**config.mk**
```make
export PLATFORM = sky130hd
export DESIGN_NAME = mem_access_unit
export DESIGN_NICKNAME = d
export VERILOG_FILES = /design/src/rtl/core_pkg.sv /design/src/rtl/mem_access_unit.sv
export SDC_FILE = /design/constraint.sdc
export NUM_CORES = 1
export LEC_CHECK = 0
export BUFFER_PORTS_ARGS = -buffer_cell sky130_fd_sc_hd__buf_2
export CORE_MARGIN = 2
export CORE_UTILIZATION = 28
export CTS_BUF_LIST = sky130_fd_sc_hd__clkbuf_8 sky130_fd_sc_hd__clkbuf_16
export DETAILED_ROUTE_END_ITERATION = 7
export GPL_TIMING_DRIVEN = 0
export MAX_ROUTING_LAYER = met4
export SKIP_LAST_GASP = 1
export SYNTH_ARGS = -nofsm -noshare
export SYNTH_HDL_FRONTEND = slang
export SYNTH_SLANG_ARGS = --single-unit
```
**constraint.sdc**
```tcl
create_clock -name clk -period 2.6 [get_ports clk]
set_input_delay 0.39 -clock clk [delete_from_list [all_inputs] [get_ports clk]]
set_output_delay 0.39 -clock clk [all_outputs]
set_load 0.01 [all_outputs]
```
**src/rtl/core_pkg.sv**
```systemverilog
// core_pkg: shared widths and memory-stage state encoding for the 64-bit core.
package core_pkg;
    localparam int XLEN = 64;
    localparam int REG_ADDR_W = 5;
    typedef enum logic [1:0] {IDLE = 2'd0, BUSY = 2'd1, DONE = 2'd2} mau_state_t;
endpackage

```
**src/rtl/mem_access_unit.sv**
```systemverilog
// mem_access_unit: MEM-stage controller issuing doubleword loads/stores over a valid/ack port.
module mem_access_unit
    import core_pkg::*;
#(
    parameter int TIMEOUT_CYCLES = 255
) (
    input  logic                  clk,
    input  logic                  reset,
    input  logic [XLEN-1:0]       alu_out,
    input  logic [XLEN-1:0]       data,
    input  logic [REG_ADDR_W-1:0] rd,
    input  logic                  mem_read,
    input  logic                  mem_write,
    input  logic                  mem_to_reg,
    input  logic                  reg_write_en,
    output logic                  stall,
    output logic                  mem_req,
    output logic                  mem_we,
    output logic [XLEN-1:0]       mem_addr,
    output logic [XLEN-1:0]       mem_wdata,
    input  logic                  mem_ack,
    input  logic [XLEN-1:0]       mem_rdata,
    output logic [XLEN-1:0]       wb_result,
    output logic [REG_ADDR_W-1:0] wb_rd,
    output logic                  wb_reg_write_en,
    output logic                  wb_valid,
    output logic                  mem_err
);
    localparam logic [7:0] TIMEOUT = 8'(TIMEOUT_CYCLES);

    mau_state_t state, state_n;
    logic [7:0] cnt, cnt_n;
    logic req_n, we_n, m2r_n, rwe_n, wb_we_n, valid_n, err_n;
    logic [XLEN-1:0] addr_n, wdata_n, res_n;
    logic [REG_ADDR_W-1:0] rd_n, wb_rd_n, lat_rd;
    logic lat_m2r, lat_rwe, mem_op, legal;

    assign mem_op = mem_read | mem_write;
    assign legal = (alu_out[2:0] == 3'd0) && (mem_read ^ mem_write);
    // Reset gating keeps stall low while the core is held in reset.
    assign stall = reset && ((state == IDLE && mem_op) || state == BUSY);

    always_comb begin
        state_n = state;
        cnt_n = cnt;
        req_n = mem_req;
        we_n = mem_we;
        addr_n = mem_addr;
        wdata_n = mem_wdata;
        rd_n = lat_rd;
        m2r_n = lat_m2r;
        rwe_n = lat_rwe;
        res_n = wb_result;
        wb_rd_n = wb_rd;
        wb_we_n = 1'b0;
        valid_n = 1'b0;
        err_n = 1'b0;
        case (state)
            IDLE: begin
                if (!mem_op) begin
                    res_n = alu_out;
                    wb_rd_n = rd;
                    wb_we_n = reg_write_en;
                    valid_n = 1'b1;
                end else if (legal) begin
                    state_n = BUSY;
                    cnt_n = 8'd0;
                    req_n = 1'b1;
                    we_n = mem_write;
                    addr_n = alu_out;
                    wdata_n = data;
                    rd_n = rd;
                    m2r_n = mem_to_reg;
                    rwe_n = reg_write_en;
                end else begin
                    state_n = DONE;
                    res_n = alu_out;
                    wb_rd_n = rd;
                    err_n = 1'b1;
                    valid_n = 1'b1;
                end
            end
            BUSY: begin
                cnt_n = cnt + 8'd1;
                // Ack wins over a timeout landing in the same cycle.
                if (mem_ack) begin
                    state_n = DONE;
                    req_n = 1'b0;
                    res_n = (!mem_we && lat_m2r) ? mem_rdata : mem_addr;
                    wb_rd_n = lat_rd;
                    wb_we_n = !mem_we && lat_rwe;
                    valid_n = 1'b1;
                end else if (cnt == TIMEOUT) begin
                    state_n = DONE;
                    req_n = 1'b0;
                    wb_rd_n = lat_rd;
                    err_n = 1'b1;
                    valid_n = 1'b1;
                end
            end
            DONE: state_n = IDLE;
            default: state_n = IDLE;
        endcase
    end

    always_ff @(posedge clk or negedge reset) begin
        if (!reset) begin
            state <= IDLE;
            cnt <= 8'd0;
            mem_req <= 1'b0;
            mem_we <= 1'b0;
            mem_addr <= '0;
            mem_wdata <= '0;
            lat_rd <= '0;
            lat_m2r <= 1'b0;
            lat_rwe <= 1'b0;
            wb_result <= '0;
            wb_rd <= '0;
            wb_reg_write_en <= 1'b0;
            wb_valid <= 1'b0;
            mem_err <= 1'b0;
        end else begin
            state <= state_n;
            cnt <= cnt_n;
            mem_req <= req_n;
            mem_we <= we_n;
            mem_addr <= addr_n;
            mem_wdata <= wdata_n;
            lat_rd <= rd_n;
            lat_m2r <= m2r_n;
            lat_rwe <= rwe_n;
            wb_result <= res_n;
            wb_rd <= wb_rd_n;
            wb_reg_write_en <= wb_we_n;
            wb_valid <= valid_n;
            mem_err <= err_n;
        end
    end
endmodule

```
==> metrics.txt, run 1 <==
status=complete, no violations; Post-Synthesis Cells=1,027; crit start category=input port; Die Y-Extent=191 um; DR WL/cell=17.6 um; Initial Util=28.5%; leakage=0.00784 uW; Placer Congestion=0.831; RSZ-0062 raised after global routing=false; Clock Latency Late Sink=0.53 ns; Longest Clk Path Bufs=3; fin crit period=2.30 ns; Final Skew=0.0214 ns; TritonCTS clock tree=built; Pwr Density=940 nW/um^2; Vias=8,954; Slowest-stage cell, CP=dlygate4sd3_1; Final period util=88.4%; xor-xnor portion of the synthesized cell area=0%; Clock power frac=28.4%; fin area=13,400 um^2; largest net degree at the start of global routing=80; vias in the first global route=9,171; initial antenna violation count=4; WP data arrival=1.91 ns; worst slew pin tran=0.894 ns; Worst path most repeated cell=buf_16; total core area=34,500 um^2; Logic pwr share=31.0%; post-synthesis adder-cell area fraction=0.255%; DRT iter0 DRCs=404; GRT overflow=0; flops & latches, synth=219; Slew headroom=40.4%; total net switching power=4330 uW; final hold vios=0; switching share of power=34.2%; maximum clock frequency=435 MHz; hold crit path type=in -> reg; first-pass GRT wire length=51,500 um; drt pass-1 iters=4; slowest cell delay on critical path=0.57 ns; critical setup path kind=in -> out; ANT nets after route=0; fin. max-slew vios=0; fraction of the mapped netlist area in simple logic gates=20.4%; Cell Area, Placed=12,500 um^2; compound-cell area share of the yosys netlist=11.7%; Synth Warn #=0; share of layout cells above drive strength 1=35.5%; Yosys cell types=41; final worst setup slack=0.302 ns; internal power=8320 uW; sequential fraction of the synthesis area=55.7%; max_cap viols=0; largest family of logic cells by synthesized area=simple AND/OR/NAND/NOR gates; mux cell area share after synthesis=7.39%; routed vias/inst=4.61; Die ar.=36,600 um^2; syn_area_per_cell=9.57 um^2; VDD IR-drop max=0.442 mV; IO Count=407; detailed placement HPWL=24,900 um; Post-Route WL=34,200 um; Total GRT Usage=18.5%; postcts setup bufs=0; Cell Area, Synth=9830 um^2; CTS sink count=219; Worst Path Max Fanout=40; DP Worst Slack=-0.131 ns; H-tree level count=1; number of remaining DRC errors=0; Worst-path clk slew=0.06 ns; setup tns final=0 ns; Port Buf Inserts=406; Crit. End Element=output port; final setup vio count=0; Area Growth Syn to Fin=36.8%; total CTS buffers=26; Die W=191 um; CP Cell Sequence=dlygate4sd3_1 -> buf_12 -> buf_16 -> buf_16 -> nor3b_1 -> buf_2; Post-Syn Nets=1,233; top cell family by delay on the critical path=buffers and inverters; Fillers=3,619; final-stage net count=1,673; CP required=2.21 ns; part of the power in registers=40.7%; sum of buffers and inverters on the critical path=5; root buf cell=clkbuf_16; row cnt=68
## power groups by stage
| stage | Clock (uW) | Combinational [uW] | Sequential, uW |
|---|---|---|---|
| after floorplan | 0 | 1680 | 5560 |
| after global placement | 0 | 3910 | 5140 |
| after detailed placement | 0 | 3970 | 5170 |
| after CTS | 3720 | 3960 | 5140 |
| after global routing | 3840 | 4360 | 5270 |
| final | 3590 | 3920 | 5140 |
## metal layers
metal / global-route usage (%) / wire, um / vias up / part of all wire [%]
met5: - / 0 / - / 0
met2: 30.2 / 16300 / 357 / 48
met1: 22.9 / 14500 / 4262 / 42
li1: - / - / 4275 / -
met4: 5.41 / 885 / 0 / 2.6
met3: 4.00 / 2540 / 60 / 7.4
## sequential cells by signal, indices dropped and copies added (netlist names)
signal / flops
mem_req: 1
lat_rwe: 1
lat_rd: 5
wb_reg_write_en: 1
mem_addr: 64
wb_rd: 5
wb_valid: 1
mem_err: 1
lat_m2r: 1
state: 2
mem_wdata: 64
mem_we: 1
wb_result: 64
cnt: 8
## worst paths after layout
| path | cells past startpoint | end | slack [ns] | startpoint |
|---|---|---|---|---|
| max | 6 | stall | 0.30 | reset |
| min | 3 | mem_wdata[17] | 0.04 | data[17] |
| max reg2reg | 6 | mem_wdata[10] | 0.38 | state[1] |
| min reg2reg | 1 | wb_result[6] | 0.47 | wb_result[6] |
| max in group asynchronous | 4 | wb_result[24] | 1.70 | reset |
| min in group asynchronous | 3 | wb_result[59] | 0.46 | reset |
## final cells by class
cell class	count	area [um^2]	share of cell area [%]
flip-flops and latches	219	5480	40.7
diodes	5	12.5	0.0930
repair buffers	412	2190	16.3
multi-input cells	734	3900	29.0
plain buffers	70	433	3.22
well taps	455	569	4.23
clock inverters	12	86.3	0.642
clock buffers	33	758	5.64
inverters	4	15.0	0.112
## kinds of logic (layout without fill, tap and decap cells)
logic type	after synthesis	in the layout
other cells	0	5
buf+inv	74	531
mux	70	70
fa+ha+maj	2	2
flops	219	219
compound gates	152	152
simple gates	510	510
## layout by cell type, fill, tap and decap left out, drive strengths merged, types with 3 or more instances in the layout
cell type	instances
diode	5
clkinv	5
o21ai	8
clkbuf	41
nor2	68
and2	4
buf	473
mux2i	64
or3	3
inv	9
dfrtp	219
a211oi	64
a21oi	7
mux2	6
a22o	3
a21o	64
nand3	4
nand2	417
## Yosys cell counts
cell	number	area share [%]
a211oi_1	64	4.9
a21o_1	64	4.9
a21oi_1	6	0.31
a21oi_2	1	0.089
a221o_1	1	0.10
a221o_4	1	0.22
a22o_1	3	0.27
a31oi_4	1	0.22
a32o_1	1	0.10
and2_1	4	0.25
and2b_1	1	0.076
and3_1	2	0.13
and3b_1	1	0.089
and4_4	1	0.11
buf_1	1	0.038
buf_2	45	2.3
buf_4	4	0.31
buf_6	13	1.5
clkbuf_1	6	0.23
clkbuf_2	1	0.051
dfrtp_1	219	56
ha_1	2	0.25
inv_1	4	0.15
mux2_2	1	0.11
mux2_4	5	0.76
mux2i_1	64	6.5
nand2_1	417	16
nand2b_1	2	0.13
nand3_1	4	0.20
nand3b_1	1	0.076
nand4_1	1	0.064
nand4b_1	1	0.089
nor2_1	68	2.6
nor2b_1	1	0.064
nor3b_1	1	0.076
nor4b_4	1	0.24
o211ai_1	1	0.076
o21ai_0	8	0.41
o22a_2	1	0.10
or3_1	3	0.19
or4_1	1	0.076
## stage by stage
step	utilization [%]	total power, uW	hold slack, ns	cells
after CTS	38.6	12800	-0.147	1935
after global routing	38.9	13500	0.0138	1942
after global placement	36.0	9050	0.453	1888
after detailed placement	36.2	9140	0.420	1890
after floorplan	-	7240	0.0944	1027
final	38.9	12600	0.0427	1944
## timing repair
action / in CTS / in global routing
setup endpoints to repair: 0 / 1
endpoints found under the hold margin: 78 / 78
resized for setup: 0 / 1
## worst register-to-register path, delay by kind of cell, from the launching register on
kind,cells,cell delay [ns]
buf+inv,3,1.36
simple gates,3,0.40
flops,1,0.38
(Power assumes the default switching activity.)
==> run 2, diff against run 1 <==
- SETUP_SLACK_MARGIN: not set -> 0.4
==> metrics.txt, run 2 (synthesized netlist as in run 1, its figures left out) <==
row cnt=68; Die W=191 um; RSZ-0062 raised after global routing=false; final hold vios=0; worst slew pin tran=0.723 ns; final-stage net count=1,683; hold crit path type=in -> async; Worst R2R Start=state[0]; Vias=8,993; postcts setup bufs=0; most frequent cells in the layout=buf_2, nand2_1, dfrtp_1; Slew headroom=51.6%; Final Skew=0.0217 ns; crit start category=flip-flop; most common cell after layout, fill and taps aside=buf_2; Top Registers=mem_addr x64, mem_wdata x64, wb_result x64; Pwr Density=929 nW/um^2; CP required=2.21 ns; status=complete, no violations; Post-Route WL=35,000 um; Port Buf Inserts=406; routed vias/inst=4.60; Clock Latency Late Sink=0.53 ns; first-pass GRT wire length=51,800 um; final worst setup slack=0.608 ns; IO Count=407; DR WL/cell=17.9 um; maximum clock frequency=502 MHz; fin crit period=1.99 ns; share of layout cells above drive strength 1=35.9%; setup tns final=0 ns; VDD IR-drop max=0.430 mV; number of remaining DRC errors=0; Worst setup startpoint=state[0]; Placer Congestion=0.831; initial antenna violation count=4; final setup vio count=0; H-tree level count=1; DRT iter0 DRCs=399; detailed placement HPWL=24,900 um; total CTS buffers=26; Overall Power=12,700 uW; Die ar.=36,600 um^2; max_cap viols=0; Final period util=76.6%; fin. max-slew vios=0; Initial Util=28.5%; Area Growth Syn to Fin=38.9%; CTS sink count=219; root buf cell=clkbuf_16; ANT nets after route=0; critical setup path kind=reg -> out; vias in the first global route=9,173; Worst Path Max Fanout=10; Crit. End Element=output port; WP data arrival=1.60 ns; Total GRT Usage=18.6%; Longest Clk Path Bufs=3; total core area=34,500 um^2; drt pass-1 iters=4; GRT overflow=0; TritonCTS clock tree=built; Worst-path clk slew=0.06 ns; fin area=13,700 um^2; post-layout util=39.5%; Cell Area, Placed=12,500 um^2; DP Worst Slack=-0.131 ns; Die Y-Extent=191 um; largest net degree at the start of global routing=80; leakage=0.00794 uW
## run 2: changes by cell type in the layout (fill, tap and decap cells not counted), sizes merged
cell / change
buf: +5
dlygate4sd3: +3
bufbuf: +1
clkbuf: +1
diode: -1
## run 2: area by class of cell
cell class	instances	area, um^2
Fill cell	3607	20900
Clock inverter	12	86.3
Inverter	4	15.0
Clock buffer	33	758
Timing Repair Buffer	422	2390
Multi-Input combinational cell	734	3900
Buffer	70	435
Antenna cell	4	10.0
Tap cell	455	569
Sequential cell	219	5480
## run 2: metrics by stage
stage | hold slack, ns | cells
6_report | 0.0429 | 1953
5_1_grt | 0.0138 | 1952
4_1_cts | -0.223 | 1936
3_5_place_dp | 0.420 | 1890
3_3_place_gp | 0.453 | 1888
2_1_floorplan | 0.0944 | 1027
## run 2: power by group
part / switching, uW / leakage [uW] / internal [uW]
registers: 690 / 0.00275 / 4450
logic: 2190 / 0.00476 / 1760
clock network: 1450 / 0.000436 / 2140
## run 2: path summary, 6_finish.rpt
| kind | end | cells past startpoint | slack (ns) |
|---|---|---|---|
| setup / recovery | stall | 4 | 0.61 |
| hold reg to reg | wb_result[6] | 1 | 0.47 |
| min in group clk | mem_wdata[17] | 3 | 0.04 |
| setup reg to reg | wb_result[35] | 7 | 0.65 |
| hold / removal | mem_addr[6] | 4 | 0.04 |
| max in group asynchronous | mem_addr[41] | 4 | 1.39 |
## run 2: routing by layer
metal	global-route usage, %	wire length [um]
met1	23.2	14800
met2	30.4	16900
met3	4.02	2490
met4	5.33	846
met5	-	0
## run 2: critical path, cell delays in order (launching register included)
cell      delay, ns
dfrtp_1        0.36
clkbuf_2       0.25
nor2b_1        0.09
nor3b_1        0.20
buf_2          0.19
## run 2: what timing repair did
action | 4_1_cts | 5_1_grt
cloned | 1 | 2
endpoints found under the setup margin | 101 | 5
resized for setup | 2 | 3
endpoints found under the hold margin | 78 | 109
==> run 3, diff against run 2 <==
- ABC_AREA: not set -> 1
- clock period: 2.6 -> 2.1 ns (I/O delays scaled with it)
==> metrics.txt, run 3 <==
top cell family by delay on the critical path=buffers and inverters; hold crit path type=in -> async; largest net degree at the start of global routing=57; failing checks=negative hold slack; Commonest cells post-synth=nand2_1, dfrtp_1, o21ai_1; Synth Warn #=0; highest metal used=met4; H-tree level count=1; setup tns final=0 ns; Worst Path Max Fanout=3; Cell Area, Synth=10,000 um^2; crit start category=flip-flop; Die Y-Extent=193 um; Fillers=3,562; final worst setup slack=0.217 ns; most common cell after layout, fill and taps aside=nand2_1; vias in the first global route=10,991; Slew headroom=73.0%; Vias=10,656; Yosys top cell by area=dfrtp_1; Crit. End Element=output port; leakage=0.00837 uW; routed vias/inst=4.52; DRT iter0 DRCs=404; most frequent cells in the layout=nand2_1, buf_2, dfrtp_1; slowest cell delay on critical path=0.43 ns; fraction of registers with async set/reset=100%; Total GRT Usage=21.9%; share of the synthesized area in the top cell type=54.6%; status=finished with violations; RSZ-0062 raised after global routing=true; GRT overflow=0; worst slew pin tran=0.405 ns; ANT nets after route=0; DP Worst Slack=-0.150 ns; critical setup path kind=reg -> out; sum of buffers and inverters on the critical path=4; share of layout cells above drive strength 1=29.1%; DR WL/cell=17.1 um; met3 routed WL=2660 um; fin area=14,900 um^2; VDD IR-drop max=0.766 mV; Final Skew=0.0124 ns; syn_area_per_cell=7.53 um^2; final hold vios=108; Placer Congestion=0.917; flops & latches, synth=219; final setup vio count=0; IO Count=407; final-stage net count=2,085; synth top area cells=dfrtp_1, nand2_1, o21ai_1, inv_1, nor2_1; Final period util=89.7%; detailed placement HPWL=28,300 um; number of synthesized flops with an enable pin=0; Worst-path clk slew=0.06 ns; Post-Route WL=40,400 um; first-pass GRT wire length=62,600 um; Post-Syn Nets=1,538; Clock Latency Late Sink=0.53 ns; Worst path most repeated cell=buf_12; Die W=193 um; Cell Area, Placed=12,700 um^2; fin. max-slew vios=0; CP Cell Sequence=inv_4 -> nand2_4 -> buf_12 -> buf_12 -> a21boi_2 -> buf_4; drt pass-1 iters=5; initial antenna violation count=4; worst hold slack=-0.208 ns; Top Registers=mem_addr x64, mem_wdata x64, wb_result x64; WP data arrival=1.57 ns; Most used DFF post-synth=dfrtp_1; TritonCTS clock tree=built; Post-Synthesis Cells=1,332; CTS Hold Bufs=95; Pwr Density=1180 nW/um^2; Die ar.=37,400 um^2; root buf cell=clkbuf_16; maximum clock frequency=531 MHz; Longest Clk Path Bufs=3; Yosys cell types=25; most common cell in the netlist=nand2_1; Initial Util=28.3%; CP required=1.78 ns; fin crit period=1.88 ns; Port Buf Inserts=406; Slowest-stage cell, CP=dfrtp_2; total core area=35,400 um^2; number of remaining DRC errors=0; total CTS buffers=26; wire length on met1=16,900 um; DR WL met2=20,100 um; CTS sink count=219; max_cap viols=0; row cnt=69; sequential fraction of the synthesis area=54.6%; Area Growth Syn to Fin=49.0%
==> run 3: changes by cell type after synthesis, moves of 6 or more <==
cell,before,now
o21ai_1,0,95
nand3_1,4,11
buf_4,4,14
buf_2,45,36
o21ai_0,8,36
a211oi_1,64,0
buf_6,13,2
nand2_1,417,719
nor2_1,68,77
a21o_1,64,2
nand4_1,1,7
clkbuf_1,6,17
mux2i_1,64,0
inv_1,4,78
==> run 3: worst paths after layout <==
kind	to	cells after the start	from	slack, ns
setup reg to reg	wb_result[6]	10	state[0]	0.42
setup / recovery	stall	6	state[1]	0.22
hold reg to reg	wb_result[57]	2	wb_result[57]	0.47
min in group clk	mem_addr[9]	3	alu_out[9]	0.03
max in group asynchronous	state[1]	3	reset	1.58
hold / removal	wb_result[56]	2	reset	-0.21
==> run 3: cells by family (layout without fill, tap and decap cells) <==
kind of cell,after synthesis,in the layout,synth area share (%)
flops,219,219,54.6
xor+xnor,1,1,0.0873
compound gates,136,136,6.87
simple gates,819,819,31.2
buf+inv,155,715,6.95
other cells,0,4,0
fa+ha+maj,2,2,0.249
==> run 3: cell type report <==
| type | count | area, um^2 | area share (%) |
|---|---|---|---|
| flip-flops and latches | 219 | 5480 | 36.7 |
| multi-input cells | 958 | 3900 | 26.1 |
| repair buffers | 519 | 3280 | 21.9 |
| clock buffers | 32 | 744 | 4.98 |
| well taps | 461 | 577 | 3.86 |
| plain buffers | 72 | 567 | 3.79 |
| inverters | 83 | 322 | 2.15 |
| clock inverters | 9 | 68.8 | 0.460 |
| diodes | 4 | 10.0 | 0.0670 |
==> run 3: repair_timing <==
action,4_1_cts,5_1_grt
hold endpoints to repair,203,108
cloned,2,0
resized for setup,63,33
buffers inserted,9,5
setup endpoints to repair,210,205
pin swaps,3,0
==> run 3: metrics by stage <==
stage	utilization [%]	instances	power (uW)	hold slack [ns]
finish	42.2	2357	17600	-0.208
CTS	41.8	2348	17800	-0.225
global placement	35.7	2199	12800	0.455
detailed placement	35.9	2201	12900	0.396
floorplan	-	1332	9940	0.0194
global route	42.2	2357	18900	-0.208
==> run 3: power breakdown <==
group          switching (uW)  internal (uW)
clock                    1760           2590
sequential                975           5820
combinational            3890           2600
==> run 3: worst register-to-register path: cells and delay by family, from the launching register on <==
kind / cells / cell delay [ns]
buffers and inverters: 4 / 0.57
DFF: 1 / 0.44
and+or+nand+nor: 6 / 0.60
==> run 3: routing by layer <==
layer | global-route usage [%] | vias up
met5 | - | -
met4 | 4.83 | 0
met3 | 4.29 | 48
met2 | 37.8 | 390
met1 | 26.5 | 5057
li1 | - | 5161
